$ cat config.mk
export PLATFORM = sky130hd
export DESIGN_NAME = credit_return_scheduler
export DESIGN_NICKNAME = d
export VERILOG_FILES = /design/src/rtl/credit_return_scheduler_pkg.sv /design/src/rtl/credit_return_scheduler_credit_accumulator.sv /design/src/rtl/credit_return_scheduler.sv
export SDC_FILE = /design/constraint.sdc
export NUM_CORES = 1
export LEC_CHECK = 0
export ABC_AREA = 1
export CORE_MARGIN = 1
export CORE_UTILIZATION = 50
export DETAILED_ROUTE_END_ITERATION = 7
export MAX_ROUTING_LAYER = met4
export PLACE_DENSITY = 0.78
export SYNTH_ARGS = -nofsm -noshare
export SYNTH_HDL_FRONTEND = slang
export SYNTH_SLANG_ARGS = --single-unit
$ cat constraint.sdc
create_clock -name CLK -period 5.8 [get_ports CLK]
set_input_delay 1.16 -clock CLK [delete_from_list [all_inputs] [get_ports CLK]]
set_output_delay 1.16 -clock CLK [all_outputs]
set_load 0.005 [all_outputs]
$ cat src/rtl/credit_return_scheduler_pkg.sv
// Shared types for the credit return scheduler: FSM states, VC id and the
// round-robin pick helper used by both the normal and init-advertise paths.
package chiplet_types_pkg;

  localparam int NUM_VC = 2;

  typedef logic vc_id_t;

  typedef enum logic [1:0] {
    IDLE  = 2'd0,
    ISSUE = 2'd1,
    HOLD  = 2'd2,
    INIT  = 2'd3
  } cred_sched_state_t;

  // Preferred VC if it is eligible, otherwise the other one.
  function automatic vc_id_t rr_pick(input logic [NUM_VC-1:0] elig, input vc_id_t pref);
    return elig[pref] ? pref : ~pref;
  endfunction

endpackage

$ cat src/rtl/credit_return_scheduler_credit_accumulator.sv
// Per-VC released-slot accumulator: one increment and one BATCH decrement per
// cycle, saturating at BUF_DEPTH with a single-cycle overflow indication.
module credit_accumulator #(
  parameter int BUF_DEPTH = 16,
  parameter int BATCH     = 4,
  parameter int CNT_W     = $clog2(BUF_DEPTH + 1)
) (
  input  logic             clk_i,
  input  logic             rst_ni,
  input  logic             inc_i,
  input  logic             dec_i,
  output logic [CNT_W-1:0] acc_o,
  output logic             ovf_o,
  output logic             ge_batch_o
);

  logic [CNT_W-1:0] acc_q, acc_d;
  logic [CNT_W:0]   sum;

  // dec_i is only raised when acc_q >= BATCH, so the sum never goes negative.
  always_comb begin
    sum = {1'b0, acc_q} + {{CNT_W{1'b0}}, inc_i};
    if (dec_i) sum = sum - (CNT_W+1)'(BATCH);
    ovf_o = (sum > (CNT_W+1)'(BUF_DEPTH));
    acc_d = ovf_o ? CNT_W'(BUF_DEPTH) : sum[CNT_W-1:0];
  end

  always_ff @(posedge clk_i or negedge rst_ni) begin
    if (!rst_ni) acc_q <= '0;
    else         acc_q <= acc_d;
  end

  assign acc_o      = acc_q;
  assign ge_batch_o = (acc_q >= CNT_W'(BATCH));

endmodule

$ cat src/rtl/credit_return_scheduler.sv
// Turns per-VC slot releases into spaced, round-robin grant-credit comma writes.
// Optional CRED_INIT_ADVERT_EN: advertise the full buffer as grants after reset.
module credit_return_scheduler
  import chiplet_types_pkg::*;
#(
  parameter int BUF_DEPTH = 16,
  parameter int BATCH     = 4,
  parameter int SPACING   = 2,
  parameter int CNT_W     = $clog2(BUF_DEPTH + 1)
) (
  input  logic             CLK,
  input  logic             nRST,
  input  logic [1:0]       slot_free,
  input  logic             link_up,
  input  logic             grtcred_0_full,
  input  logic             grtcred_1_full,
  output logic             grtcred0_write,
  output logic             grtcred1_write,
  output logic [CNT_W-1:0] pending_cred_0,
  output logic [CNT_W-1:0] pending_cred_1,
  output logic             cred_ovf_err,
  output logic [1:0]       dbg_state_o
);

  localparam int SP_W = (SPACING > 1) ? $clog2(SPACING) : 1;
  localparam logic [SP_W-1:0] HOLD_LOAD = (SPACING > 0) ? SP_W'(SPACING - 1) : '0;

  cred_sched_state_t state_q, ret_state;
  vc_id_t            sel_q, rr_q, init_pick;
  logic [SP_W-1:0]   hold_cnt_q;
  logic              ovf_err_q;
  logic [NUM_VC-1:0] full, ge_batch, ovf, elig, cur_elig, init_elig, write, dec;
  logic              issue_ok, init_mode, init_any_d;
  logic [CNT_W-1:0]  acc [NUM_VC];

  assign full     = {grtcred_1_full, grtcred_0_full};
  assign elig     = {NUM_VC{link_up}} & ge_batch & ~full;
  assign cur_elig = init_mode ? init_elig : elig;
  // Eligibility is re-checked in ISSUE so a late full/link drop suppresses the write.
  assign issue_ok = (state_q == ISSUE) && cur_elig[sel_q];

  always_comb begin
    for (int v = 0; v < NUM_VC; v++) begin
      write[v] = issue_ok && (sel_q == vc_id_t'(v));
      dec[v]   = write[v] && !init_mode;
    end
  end

  for (genvar v = 0; v < NUM_VC; v++) begin : g_acc
    credit_accumulator #(
      .BUF_DEPTH(BUF_DEPTH),
      .BATCH    (BATCH),
      .CNT_W    (CNT_W)
    ) u_acc (
      .clk_i     (CLK),
      .rst_ni    (nRST),
      .inc_i     (slot_free[v]),
      .dec_i     (dec[v]),
      .acc_o     (acc[v]),
      .ovf_o     (ovf[v]),
      .ge_batch_o(ge_batch[v])
    );
  end

`ifdef CRED_INIT_ADVERT_EN
  localparam int INIT_N = BUF_DEPTH / BATCH;
  localparam int IC_W   = $clog2(INIT_N + 1);
  localparam cred_sched_state_t RESET_STATE = INIT;

  logic [NUM_VC-1:0][IC_W-1:0] init_cnt_q, init_cnt_d;
  vc_id_t                      init_rr_q;

  always_comb begin
    for (int v = 0; v < NUM_VC; v++)
      init_elig[v] = link_up && !full[v] && (init_cnt_q[v] != '0);
  end

  // Init grants only consume the advertise budget, never the accumulators.
  always_comb begin
    init_cnt_d = init_cnt_q;
    for (int v = 0; v < NUM_VC; v++)
      if (write[v] && init_mode) init_cnt_d[v] = init_cnt_q[v] - IC_W'(1);
  end

  assign init_mode  = |init_cnt_q;
  assign init_any_d = |init_cnt_d;
  assign init_pick  = rr_pick(init_elig, init_rr_q);

  always_ff @(posedge CLK or negedge nRST) begin
    if (!nRST) begin
      init_cnt_q <= {NUM_VC{IC_W'(INIT_N)}};
      init_rr_q  <= 1'b0;
    end else begin
      init_cnt_q <= init_cnt_d;
      if (issue_ok && init_mode) init_rr_q <= ~sel_q;
    end
  end
`else
  localparam cred_sched_state_t RESET_STATE = IDLE;

  assign init_elig  = '0;
  assign init_pick  = 1'b0;
  assign init_mode  = 1'b0;
  assign init_any_d = 1'b0;
`endif

  assign ret_state = init_any_d ? INIT : IDLE;

  always_ff @(posedge CLK or negedge nRST) begin
    if (!nRST) begin
      state_q    <= RESET_STATE;
      sel_q      <= 1'b0;
      rr_q       <= 1'b0;
      hold_cnt_q <= '0;
      ovf_err_q  <= 1'b0;
    end else begin
      ovf_err_q <= ovf_err_q | (|ovf);
      case (state_q)
        IDLE: if (|elig) begin
          sel_q   <= rr_pick(elig, rr_q);
          state_q <= ISSUE;
        end
        INIT: if (|init_elig) begin
          sel_q   <= init_pick;
          state_q <= ISSUE;
        end
        ISSUE: begin
          if (issue_ok && !init_mode) rr_q <= ~sel_q;
          if (issue_ok && SPACING > 0) begin
            hold_cnt_q <= HOLD_LOAD;
            state_q    <= HOLD;
          end else begin
            state_q <= ret_state;
          end
        end
        HOLD: begin
          if (hold_cnt_q == '0) state_q <= ret_state;
          else                  hold_cnt_q <= hold_cnt_q - SP_W'(1);
        end
        default: state_q <= IDLE;
      endcase
    end
  end

  assign grtcred0_write = write[0];
  assign grtcred1_write = write[1];
  assign pending_cred_0 = acc[0];
  assign pending_cred_1 = acc[1];
  assign cred_ovf_err   = ovf_err_q;
  assign dbg_state_o    = state_q;

endmodule

### After elaboration in Yosys (flattened, before gate mapping)

Cells that the tools add are included.

| word-level totals | value |
|---|---|
| register bits | 16 |
| bits of input ports | 7 |
| word-level logic and storage cells | 58 |

| operators by class | value |
|---|---|
| add/subtract/negate cells | 5 |
| $lt $le $gt $ge | 6 |
| equal/unequal tests | 6 |
| mux-type cells | 16 |
| bitwise operators | 7 |
| reduce and logical (&&, ||, !) cells | 11 |

Operators by type and width:

| cell | count |
|---|---|
| $add A5 B1 Y6 | 2 |
| $gt A6 B5 Y1 const B | 2 |
| $mux W6 | 2 |
| $sub A6 B3 Y6 const B | 2 |
| $ge A5 B3 Y1 const B | 2 |
| $mux W5 | 2 |
| $mux W1 | 7 |
| $mux W2 | 3 |
| $ne A2 B2 Y1 const B | 3 |
| $pmux W2 S3 | 1 |
| $reduce_and A2 Y1 | 3 |
| $and A2 B2 Y2 | 2 |
| $eq A2 B2 Y1 const B | 2 |
| $lt A1 B2 Y1 const B | 2 |
| $reduce_or A2 Y1 | 2 |
| $logic_and A1 B1 Y1 | 3 |
| $not A1 Y1 | 3 |
| $reduce_and A3 Y1 | 1 |
| $eq A2 B1 Y1 const B | 1 |
| $logic_not A2 Y1 | 1 |
| $not A2 Y2 | 1 |
| $pmux W1 S2 | 1 |
| $reduce_bool A2 Y1 | 1 |
| $or A1 B1 Y1 | 1 |
| $sub A1 B1 Y1 const B | 1 |

### Longest topological paths before layout

Gate-level depths: netlist of the first run.

| depth | value |
|---|---|
| word-level depth | 11 |
| gate-level depth with buffers | 14 |

### By module

From an unflattened synthesis of the first run, not the netlist that was laid out.

| unflattened totals | value |
|---|---|
| cells, all modules | 167 |
| area total of the unflattened synthesis | 1133.6 um2 |

Modules (own cells, without submodules):

| module | instances | cells each | area each (um2) | seq. area each (um2) |
|---|---|---|---|---|
| credit_accumulator | 2 | 59 | 380.4 | 125.1 |
| credit_return_scheduler | 1 | 49 | 372.9 | 150.1 |

### Least setup slack after synthesis of the first run

No wires, ideal clock.

| timing path | value |
|---|---|
| kind | in2out |
| from | input link_up |
| to | output grtcred1_write |
| arrival | 1.616 ns |
| required time | 4.640 ns |
| path slack | 3.024 ns |
| cell stages on the path | 4 |
| path through | inv_1 > nor2_2 > nand4_4 > inv_1 |

| on the way | value |
|---|---|
| word-level cells in the longest chain between the ends | 6 |

RTL lines:

| item | line | RTL |
|---|---|---|
| start, declared | credit_return_scheduler.sv:14 | `input logic link_up,` |
| $and A2 B2 Y2 (2 in series) | credit_return_scheduler.sv:37 | `assign elig = {NUM_VC{link_up}} & ge_batch & ~full;` |
| $mux W1 (not written as such) (2 in series) | credit_return_scheduler.sv:40 | `assign issue_ok = (state_q == ISSUE) && cur_elig[sel_q];` |
| $logic_and A1 B1 Y1 | credit_return_scheduler.sv:40 |  |
| $logic_and A1 B1 Y1 | credit_return_scheduler.sv:44 | `write[v] = issue_ok && (sel_q == vc_id_t'(v));` |
| end, declared | credit_return_scheduler.sv:18 | `output logic grtcred1_write,` |

No other way between the ends. The select of a mux whose other input is x is not followed.

### Final worst setup path of the first run

Ends and elaborated chain as after synthesis.

==> results of run 1 <==
-- synthesized netlist by cell type, drive strengths merged --
cell | instances | area share (%)
nand2 | 45 | 16
inv | 34 | 11
nor2 | 21 | 7.9
dfrtp | 16 | 35
ha | 10 | 11
nand3 | 10 | 4.3
nand4 | 8 | 5.6
o21ai | 6 | 2.9
a21oi | 3 | 1.6
xor2 | 2 | 1.5
and2 | 1 | 0.54
nand3b | 1 | 0.65
nor3 | 1 | 0.43
o21bai | 1 | 0.65
or2 | 1 | 0.54
xnor2 | 1 | 0.76
-- area by class of cell --
cell class / count / area (um2)
fill: 184 / 754
timing repair buffer: 21 / 210
sequential: 16 / 400
tap: 28 / 35.0
clock buffer: 4 / 36.3
inverter: 34 / 128
multi-input combinational: 111 / 627
-- per-stage QoR --
stage / std cells / total power [mW] / cell area, um2
after floorplan: 161 / 0.461 / 1150
after global placement: 210 / 0.585 / 1400
after detailed placement: 210 / 0.603 / 1400
after CTS: 214 / 0.684 / 1440
after global routing: 214 / 0.747 / 1440
final: 214 / 0.682 / 1440
-- report_power, final --
part,internal [mW],switching [mW]
sequential,0.156,0.0516
combinational,0.173,0.227
clock,0.0382,0.0359
-- routing by layer --
metal	global-route usage [%]	part of all wire, %	vias up	routed length (um)
met3	3.09	3.4	4	85
met1	24.3	44	521	1090
met2	41.6	52	28	1300
met5	-	0	-	0
li1	-	-	551	-
met4	9.05	1.0	0	25
-- layout by cell type, fill, tap and decap left out --
master           Yosys  layout
o21ai_1              1       1
ha_1                10      10
dfrtp_1             16      16
o21bai_1             1       1
nor2_1              16      16
o21ai_0              4       4
nand2_2              6       6
nand4_1              7       7
clkbuf_4             0       3
and2_1               1       1
xor2_1               2       2
clkdlybuf4s50_1      0      21
or2_2                1       1
inv_1               29      29
nand3b_1             1       1
o21ai_2              1       1
a21oi_1              2       2
nand4_4              1       1
nor3_1               1       1
nor2_2               5       5
clkbuf_8             0       1
xnor2_1              1       1
inv_2                5       5
a21oi_2              1       1
nand3_1             10      10
nand2_1             39      39
-- final timing paths --
kind                                                   startpoint                                end  cells past startpoint
min in group asynchronous                                    nRST                  sel_q$_DFFE_PN0P_                      1
max in group asynchronous                                    nRST  g_acc[1].u_acc.acc_o[0]$_DFF_PN0_                      1
worst max-delay path                                      link_up                     grtcred1_write                      6
worst min-delay path                             rr_q$_DFFE_PN0P_                   rr_q$_DFFE_PN0P_                      2
worst max register to register  g_acc[1].u_acc.acc_o[0]$_DFF_PN0_             cred_ovf_err$_DFF_PN0_                     11
worst min register to register                   rr_q$_DFFE_PN0P_                   rr_q$_DFFE_PN0P_                      2
-- worst max-delay path: stages --
cell	delay (ps)
clkdlybuf4s50_1	470
inv_1	60
nor2_2	160
nand4_4	170
inv_1	130
clkdlybuf4s50_1	500
-- cell families after synthesis --
kind of cell             count (synthesis)  synth area share, %
AO/OA/AOI/OAI                           10                 5.20
adder cells (fa/ha/maj)                 10                 10.8
flip-flops                              16                 34.7
buffers and inverters                   34                 11.1
XOR/XNOR                                 3                 2.28
AND/OR/NAND/NOR                         88                 36.0
-- state kept, by name, summed over array words and instances, names as in the netlist --
| register | flops |
|---|---|
| sel_q | 1 |
| rr_q | 1 |
| dbg_state_o | 2 |
| cred_ovf_err | 1 |
| hold_cnt_q | 1 |
| g_acc.u_acc.acc_o | 10 |
==> impl_metrics.json, run 1 <==
{
  "status": "completed",
  "drv_cap": 0,
  "grt_start_max_net_pins": 17,
  "gp_congestion": 0.930,
  "port-buffer-count": 21,
  "viasPerCell": 5.16,
  "clockBufferDepth": 2,
  "numCtsBuffers": 3,
  "synth.avg_cell_area_um2": 7.17,
  "synthesis.nets": 178,
  "post-dp-hpwl_um": 1950,
  "antenna_left": 0,
  "worstSkewPairLatency_ps": 290,
  "design.core.area_um2": 2190,
  "seq_area_frac_synth_pct": 34.7,
  "netlist_area_um2": 1150,
  "die-area_um2": 2510,
  "worst_pin_slew_ps": 728,
  "die_w_um": 50.1,
  "place_ws_ps": 1990,
  "relSlewSlack_pct": 51.3,
  "cts_resized": 0,
  "overflow": 0,
  "cts_setup_buffers": 0,
  "cts_root_buffer": "clkbuf_4",
  "ios": 22,
  "max-vdd-ir-drop_mv": 0.274,
  "fin_setup_tns_ps": 0,
  "drt-total-wl_um": 2500,
  "endpoint_kind": "output port",
  "antenna_found_initial": 0,
  "grt_setup_unrepaired": "no",
  "dr_total_vias": 1104,
  "hold_path_class": "reg2reg",
  "cts_tree": "yes",
  "clock.fmax_mhz": 263,
  "ctsHoldBuffers": 0,
  "final.setup.worst_slack_ps": 1990,
  "drc": 0,
  "worstSetupPathType": "in2out",
  "ys_types": 23,
  "numClockSinks": 16,
  "finish.utilization_pct": 65.6,
  "nNetsFinal": 204,
  "drive_gt1_share_pct": 12.9,
  "ys_seq_elements": 16,
  "synth_warnings": 0,
  "start_kind": "primary input",
  "wl_per_cell_um": 11.7,
  "initial_utilization_pct": 52.7,
  "clkTransAtPathRegs_ps": 100,
  "p_leak_nw": 0.795,
  "grt_pass1_wl_um": 4200,
  "grt_pass1_vias": 1052,
  "fp-row-count": 17,
  "antenna-diode-count": 0,
  "hold_slack_ps": 488,
  "finalMaxSlewViolations": 0,
  "r2r_slack_ps": 3700,
  "grtUsageTotal_pct": 22.7,
  "worst_ep_arrival_time_ps": 2650,
  "first_iter_violations": 26,
  "finalCritPeriodShare_pct": 65.6,
  "critPathRequiredTime_ps": 4640,
  "finalSetupViolations": 0,
  "dr.pass1.iters": 4,
  "area_growth_pct": 24.4,
  "path_max_fanout": 7,
  "hold_violations": 0,
  "cellPowerDensity_nw_per_um2": 475,
  "skew_ps": 5.78,
  "syn_inst": 161,
  "cts_htree_levels": 1,
  "finalCriticalPeriod_ps": 3810,
  "die_h_um": 50.1
}
(Power assumes the default switching activity.)
==> inputs of run 2 (changes only) <==
--- a/config.mk
+++ b/config.mk
@@ -7,10 +7,10 @@
 export LEC_CHECK = 0
 export ABC_AREA = 1
 export CORE_MARGIN = 1
-export CORE_UTILIZATION = 50
+export CORE_UTILIZATION = 46
 export DETAILED_ROUTE_END_ITERATION = 7
 export MAX_ROUTING_LAYER = met4
-export PLACE_DENSITY = 0.78
+export PLACE_DENSITY = 0.76
 export SYNTH_ARGS = -nofsm -noshare
 export SYNTH_HDL_FRONTEND = slang
 export SYNTH_SLANG_ARGS = --single-unit
==> constraint.sdc (replaced) <==
create_clock -name CLK -period 3.2 [get_ports CLK]
set_input_delay 0.64 -clock CLK [delete_from_list [all_inputs] [get_ports CLK]]
set_output_delay 0.64 -clock CLK [all_outputs]
set_load 0.005 [all_outputs]
==> run 2 against run 1 <==
Against the previous run: non-clock buffer count did not move; cell count unchanged; die area up 8.3%; count of clock-buffer cells in the layout stayed put; global-route usage shrank 1.5 points; power increased by 80%; largest power group unchanged; combinational power up 78%; clock power grew 84%; hold slack gained 3.2 ps.
==> impl_metrics.json, run 2 (synthesis gave the netlist of run 1 again) <==
{
  "drv_cap": 0,
  "drive_gt1_share_pct": 12.9,
  "endpoint_kind": "output port",
  "status": "completed",
  "grt_pass1_vias": 1009,
  "gp_congestion": 0.880,
  "max-vdd-ir-drop_mv": 0.488,
  "grtUsageTotal_pct": 21.2,
  "ctsHoldBuffers": 0,
  "fillCellCount": 195,
  "viasPerCell": 5.00,
  "fp-row-count": 17,
  "p_sw_share_pct": 45.7,
  "fin_setup_tns_ps": 0,
  "drt-total-wl_um": 2370,
  "finalSetupViolations": 0,
  "cellPowerDensity_nw_per_um2": 852,
  "design.core.area_um2": 2300,
  "worst_ep_arrival_time_ps": 2150,
  "start_kind": "primary input",
  "worstSetupPathType": "in2out",
  "internal_power_mw": 0.664,
  "ios": 22,
  "dr_total_vias": 1069,
  "largest_register_ffs": 10,
  "clock.fmax_mhz": 359,
  "die-area_um2": 2710,
  "cts_root_buffer": "clkbuf_4",
  "multi_input_area_um2": 627,
  "cts_tree": "yes",
  "dr.pass1.iters": 4,
  "overflow": 0,
  "globalRouteMet1Util_pct": 26.5,
  "cts_htree_levels": 1,
  "nNetsFinal": 204,
  "skew_ps": 9.39,
  "worstSkewPairLatency_ps": 290,
  "clockBufferDepth": 2,
  "finalCritPeriodShare_pct": 87.1,
  "initial_utilization_pct": 50.3,
  "finalMaxSlewViolations": 0,
  "wl_per_cell_um": 11.1,
  "busiest_layer": "met2",
  "numCtsBuffers": 3,
  "grt_setup_unrepaired": "no",
  "p_leak_nw": 0.795,
  "final_cell_mix": "nand2_1, inv_1, clkdlybuf4s50_1, nor2_1, dfrtp_1",
  "antenna_left": 0,
  "antenna-diode-count": 0,
  "hold_slack_ps": 491,
  "hold_violations": 0,
  "area_growth_pct": 24.4,
  "clkTransAtPathRegs_ps": 100,
  "cts_setup_buffers": 0,
  "p_comb_share_pct": 58.3,
  "numClockSinks": 16,
  "finalCriticalPeriod_ps": 2790,
  "relSlewSlack_pct": 51.8,
  "antenna_found_initial": 0,
  "use_met3_pct": 2.63,
  "regArea_um2": 400,
  "clockPowerShare_pct": 11.1,
  "final.setup.worst_slack_ps": 411,
  "p_switching_mw": 0.559,
  "hold_path_class": "reg2reg",
  "pwr-share-seq_pct": 30.6,
  "worst_pin_slew_ps": 721,
  "max_stage_delay_ps": 500,
  "die_w_um": 52.1,
  "cpMaxStageDelayCell": "clkdlybuf4s50_1",
  "path_cells": "clkdlybuf4s50_1, inv_1, nor2_2, nand4_4, inv_1, clkdlybuf4s50_1",
  "die_h_um": 52.1,
  "post-dp-hpwl_um": 1940,
  "place_ws_ps": 410,
  "critPathRequiredTime_ps": 2560,
  "grtUsageMet2_pct": 35.3,
  "grt_start_max_net_pins": 17,
  "first_iter_violations": 24,
  "drc": 0,
  "layout_commonest_cell": "nand2_1",
  "port-buffer-count": 21,
  "cts_resized": 0,
  "grt_pass1_wl_um": 4090,
  "path_max_fanout": 7
}
-- run 2: worst max-delay path, delay by kind of cell --
kind	cells	cell delay, ps
buffers and inverters	4	1160
and+or+nand+nor	2	340
-- run 2: worst paths after layout --
check,slack [ps],endpoint,start,cells past startpoint
worst max-delay path,410,grtcred1_write,link_up,6
worst min-delay path,490,rr_q$_DFFE_PN0P_,rr_q$_DFFE_PN0P_,2
worst max register to register,1110,g_acc[0].u_acc.acc_o[1]$_DFF_PN0_,g_acc[0].u_acc.acc_o[0]$_DFF_PN0_,10
worst min register to register,490,rr_q$_DFFE_PN0P_,rr_q$_DFFE_PN0P_,2
max in group asynchronous,1970,g_acc[1].u_acc.acc_o[1]$_DFF_PN0_,nRST,1
min in group asynchronous,770,hold_cnt_q$_DFFE_PN0P_,nRST,1
-- run 2: layer usage --
layer / up-vias / share of wire [%]
li1: 552 / -
met1: 478 / 47
met4: 0 / 1.7
met3: 9 / 3.0
met5: - / 0
met2: 30 / 48
-- run 2: power groups by stage --
| stage | Clock, mW | Combinational, mW | Sequential (mW) |
|---|---|---|---|
| after global placement | 0 | 0.684 | 0.373 |
| after global routing | 0.149 | 0.813 | 0.389 |
| after floorplan | 0 | 0.469 | 0.367 |
| after CTS | 0.139 | 0.718 | 0.375 |
| after detailed placement | 0 | 0.713 | 0.378 |
| final | 0.136 | 0.713 | 0.374 |
-- run 2: cell type report --
cell class	instances	share of cell area [%]
well taps	28	2.44
inverters	34	8.88
clock buffers	4	2.53
multi-input cells	111	43.6
flip-flops and latches	16	27.9
repair buffers	21	14.6
-- run 2: per-stage QoR --
| step | instances | util [%] | power (mW) | instance area [um2] |
|---|---|---|---|---|
| 2_1_floorplan | 161 | - | 0.836 | 1150 |
| 3_3_place_gp | 210 | 60.9 | 1.06 | 1400 |
| 3_5_place_dp | 210 | 60.9 | 1.09 | 1400 |
| 4_1_cts | 214 | 62.5 | 1.23 | 1440 |
| 5_1_grt | 214 | 62.5 | 1.35 | 1440 |
| 6_report | 214 | 62.5 | 1.22 | 1440 |
==> RTL change 1 (flow settings as in run 2) <==
Set the parameter `SPACING` to 4 (it was 2).
--- a/src/rtl/credit_return_scheduler.sv
+++ b/src/rtl/credit_return_scheduler.sv
@@ -7,3 +7,3 @@
   parameter int BATCH     = 4,
-  parameter int SPACING   = 2,
+  parameter int SPACING   = 4,
   parameter int CNT_W     = $clog2(BUF_DEPTH + 1)
Function: changed (Yosys sat finds a counterexample within 10 cycles, from zero or initial values and one cycle with nRST low).
==> RTL change 1 against run 2 <==
  * Synthesized area is 6.0% higher
  * Setup slack lost 0.018 ns
  * Total power is essentially flat
  * Routed wire length increased by 4.5%
  * Cell area increased by 4.3%
  * Fmax fell by 0.63%
  * Sequential cell count up 1
  * Die area increased by 5.7%
  * Largest power group unchanged
==> RTL change 1: results (changes against run 2) <==
Status - finished clean
Routing usage on met1 - 23.24% (-3.3 points)
Met3 wire len - 104 um (+44%)
Non-Filler Instances - 217 (+1.4%)
Synthesized Nets - 180 (+1.1%)
DR iter-0 viols - 39 (+63%)
Routed length on met1 - 1.061 mm (-4.4%)
Hpwl dp - 1.978 mm (+2.2%)
Met2 wire len - 1.269 mm (+10%)
Clk_skew - 0.008031 ns (-0.001360 ns)
Dpl cell area - 1471 um2 (+5.1%)
Post-Synthesis Cells - 162 (+0.62%)
Largest net degree at the start of global routing - 18 (+1)
Placed Cells - 213 (+1.4%)
GR Util met3 - 2.542% (-0.089 points)
Worst EP arrival - 2.17 ns (+0.02 ns)
Total GRT Usage - 20.74% (-0.47 points)
Seq/Total Area, Yosys - 34.76% (+0.095 points)
Vias/cell - 5.060 (+1.3%)
Leak - 0.8057 nW (+1.3%)
Fillcell total - 219 (+12%)
Distinct cell type count after synthesis - 26 (+13%)
M2 GR Usage - 37.08% (+1.8 points)
DIE AREA - 2870 um2 (+5.7%)
Largest cells by area after synthesis - dfrtp_1 35%, ha_1 11%, inv_1 9.5%, nand2_1 9.5%, nor2_1 6.1%
Largest register FFs - 10 (unchanged)
Int Pwr - 0.6662 mW (+0.26%)
Crit path max fanout - 6 (-1)
Share of layout cells above drive strength 1 - 11.23% (-1.7 points)
Pre-CTS setup slack - 0.3839 ns (-0.02594 ns)
Slew at the pin closest to its max-slew limit - 0.7773 ns (+0.05605 ns)
Peak supply drop - 0.0005472 V (+12%)
Port bufs - 21 (unchanged)
Area taken by multi-input logic gates - 663.1 um2 (+5.8%)
Post-synth top cells - 31 x inv_1, 31 x nand2_1, 20 x nor2_1, 17 x dfrtp_1, 11 x ha_1
Gp weighted congestion - 0.8396 (-4.6%)
RTL change 1: path summary, 6_finish.rpt:
path | from | slack, ns | to
worst max-delay path | link_up | 0.39 | grtcred1_write
worst min-delay path | cred_ovf_err$_DFF_PN0_ | 0.49 | cred_ovf_err$_DFF_PN0_
worst max register to register | g_acc[0].u_acc.acc_o[0]$_DFF_PN0_ | 1.07 | g_acc[0].u_acc.acc_o[2]$_DFF_PN0_
worst min register to register | cred_ovf_err$_DFF_PN0_ | 0.49 | cred_ovf_err$_DFF_PN0_
max in group asynchronous | nRST | 1.92 | g_acc[1].u_acc.acc_o[4]$_DFF_PN0_
min in group asynchronous | nRST | 0.79 | sel_q$_DFFE_PN0P_
RTL change 1: cell families (layout without fill, tap and decap cells):
group | after synthesis | in the layout | share of synthesized area, %
buffers and inverters | 36 | 61 | 11.04
AOI/OAI and AO/OA | 15 | 15 | 8.283
xor gates and xnor gates | 5 | 5 | 4.193
adders and majority gates | 11 | 11 | 11.25
and+or+nand+nor | 78 | 78 | 30.47
DFF | 17 | 17 | 34.76
RTL change 1: power by group through the flow:
stage	Sequential [mW]	Clock (mW)	Combinational, mW
final	0.379	0.117	0.728
after global routing	0.392	0.127	0.843
after CTS	0.380	0.122	0.731
after detailed placement	0.384	0	0.723
after global placement	0.379	0	0.689
after floorplan	0.377	0	0.476
RTL change 1: worst min-delay path, stage by stage, from the launching register on:
cell	delay, ns
dfrtp_1	0.36
inv_1	0.04
nand3_1	0.07
RTL change 1: final cells by class:
type | count | area share, %
clock buffers | 4 | 1.754
well taps | 30 | 2.506
flip-flops and latches | 17 | 28.40
multi-input cells | 109 | 44.28
inverters | 36 | 9.023
repair buffers | 21 | 14.04
==> RTL change 2 (config.mk and constraints of run 2) <==
Without the edit above. Register the outputs `grtcred0_write`, `grtcred1_write`, `pending_cred_0` and `pending_cred_1`, without a reset; this adds one clock of latency there. The other outputs are not delayed to match.
--- a/src/rtl/credit_return_scheduler.sv
+++ b/src/rtl/credit_return_scheduler.sv
@@ -144,6 +144,8 @@
 
-  assign grtcred0_write = write[0];
-  assign grtcred1_write = write[1];
-  assign pending_cred_0 = acc[0];
-  assign pending_cred_1 = acc[1];
+  always_ff @(posedge CLK) begin
+    grtcred0_write <= write[0];
+    grtcred1_write <= write[1];
+    pending_cred_0 <= acc[0];
+    pending_cred_1 <= acc[1];
+  end
   assign cred_ovf_err   = ovf_err_q;
Check against the original RTL: not equivalent (a bounded check fails within 4 cycles, from zero or initial values and one cycle with nRST low).
==> RTL change 2 against run 2 <==
  * The run now ends with DRC left
  * Largest power group unchanged
  * Die area increased by 20%
  * Sequential cell count increased by 12
  * Setup slack improved by 0.37 ns
  * Synthesized area is 21% higher
  * Critical path type is now input pin to flop
  * Sequential share of layout area rose by 10 points
  * Combinational power decreased by 1%
  * Cell area increased by 17%
  * Total power up 19%
  * Routed wire length decreased by 0.13%
==> RTL change 2: results (changes against run 2) <==
Status - finished with violations
Failing checks - DRC
Clk_skew - 0.002154 ns (-0.007236 ns)
DRC viols - 4 (+4)
Max stage delay on crit path - 0.46 ns (-0.04 ns)
Clk pwr - 0.170 mW (+25%)
Placed Cells - 224 (+6.7%)
Hpwl dp - 1.905 mm (-1.6%)
First-pass GRT wire length - 4.209 mm (+2.9%)
Largest cells by area after synthesis - dfrtp_1 29%, dfxtp_1 17%, nand2_1 11%, ha_1 9.0%, inv_1 7.8%
Power share of the clock group - 11.7% (+0.6 points)
Post-synth top cells - 39 x nand2_1, 29 x inv_1, 16 x dfrtp_1, 16 x nor2_1, 12 x dfxtp_1
Xor/xnor share of the synthesized area - 1.887% (-0.39 points)
Hold Path Stages - 0 (-2)
DR WL/cell - 10.39 um (-6.3%)
Gp weighted congestion - 0.8733 (-0.80%)
Pre-CTS setup slack - 0.4187 ns (+0.008901 ns)
Vias/cell - 4.873 (-2.5%)
DR iter-0 viols - 23 (-4.2%)
Min-delay src - g_acc[0].u_acc.acc_o[0]$_DFF_PN0_
Crit path max fanout - 4 (-3)
Reg2Reg Depth - 11 (+1)
Post-Synthesis Cells - 172 (+6.8%)
NumNets Final - 215 (+5.4%)
Int Pwr - 0.8622 mW (+30%)
Synthesized Nets - 189 (+6.2%)
Worst slew margin - 50.65% (-1.1 points)
RR Startpoint - g_acc[1].u_acc.acc_o[0]$_DFF_PN0_
Synthesized-area fraction occupied by adder cells - 8.985% (-1.8 points)
Seq/Total Area, Yosys - 46.00% (+11 points)
Post-Route WL - 2.369 mm (-0.13%)
[RTL change 2: final cells by class]
| type | instances | area [um2] |
|---|---|---|
| inverters | 34 | 127.6 |
| clock buffers | 4 | 36.28 |
| flip-flops and latches | 28 | 640.6 |
| repair buffers | 21 | 210.2 |
| well taps | 31 | 38.79 |
| multi-input cells | 110 | 624.3 |
| fillers | 253 | 1127 |
[RTL change 2: cells by family after synthesis]
group	Yosys count
simple gates	87
compound gates	10
flops	28
fa+ha+maj	10
buf+inv	34
xor+xnor	3
[RTL change 2: worst max-delay path, delay by kind of cell]
family | cells | cell delay, ns
xor+xnor | 1 | 0.32
simple gates | 4 | 0.26
fa+ha+maj | 3 | 0.65
buf+inv | 3 | 0.61
compound gates | 1 | 0.18
[RTL change 2: worst max path at each step]
stage	to	from	cells after the start	slack (ns)
after floorplan	g_acc[1].u_acc.acc_o[0]$_DFF_PN0_	slot_free[1]	11	1.03
final	g_acc[1].u_acc.acc_o[0]$_DFF_PN0_	slot_free[1]	12	0.78
after global routing	g_acc[0].u_acc.acc_o[1]$_DFF_PN0_	slot_free[0]	11	0.66
after global placement	g_acc[1].u_acc.acc_o[0]$_DFF_PN0_	slot_free[1]	12	0.47
after detailed placement	g_acc[1].u_acc.acc_o[0]$_DFF_PN0_	slot_free[1]	12	0.42
after CTS	g_acc[1].u_acc.acc_o[0]$_DFF_PN0_	slot_free[1]	12	0.77
[RTL change 2: layer usage]
layer | vias to the layer above | share of wire [%] | track usage, %
met3 | 4 | 4.6 | 4.082
li1 | 586 | - | -
met5 | - | 0 | -
met1 | 495 | 43 | 19.12
met4 | 0 | 1.3 | 5.575
met2 | 26 | 51 | 30.92
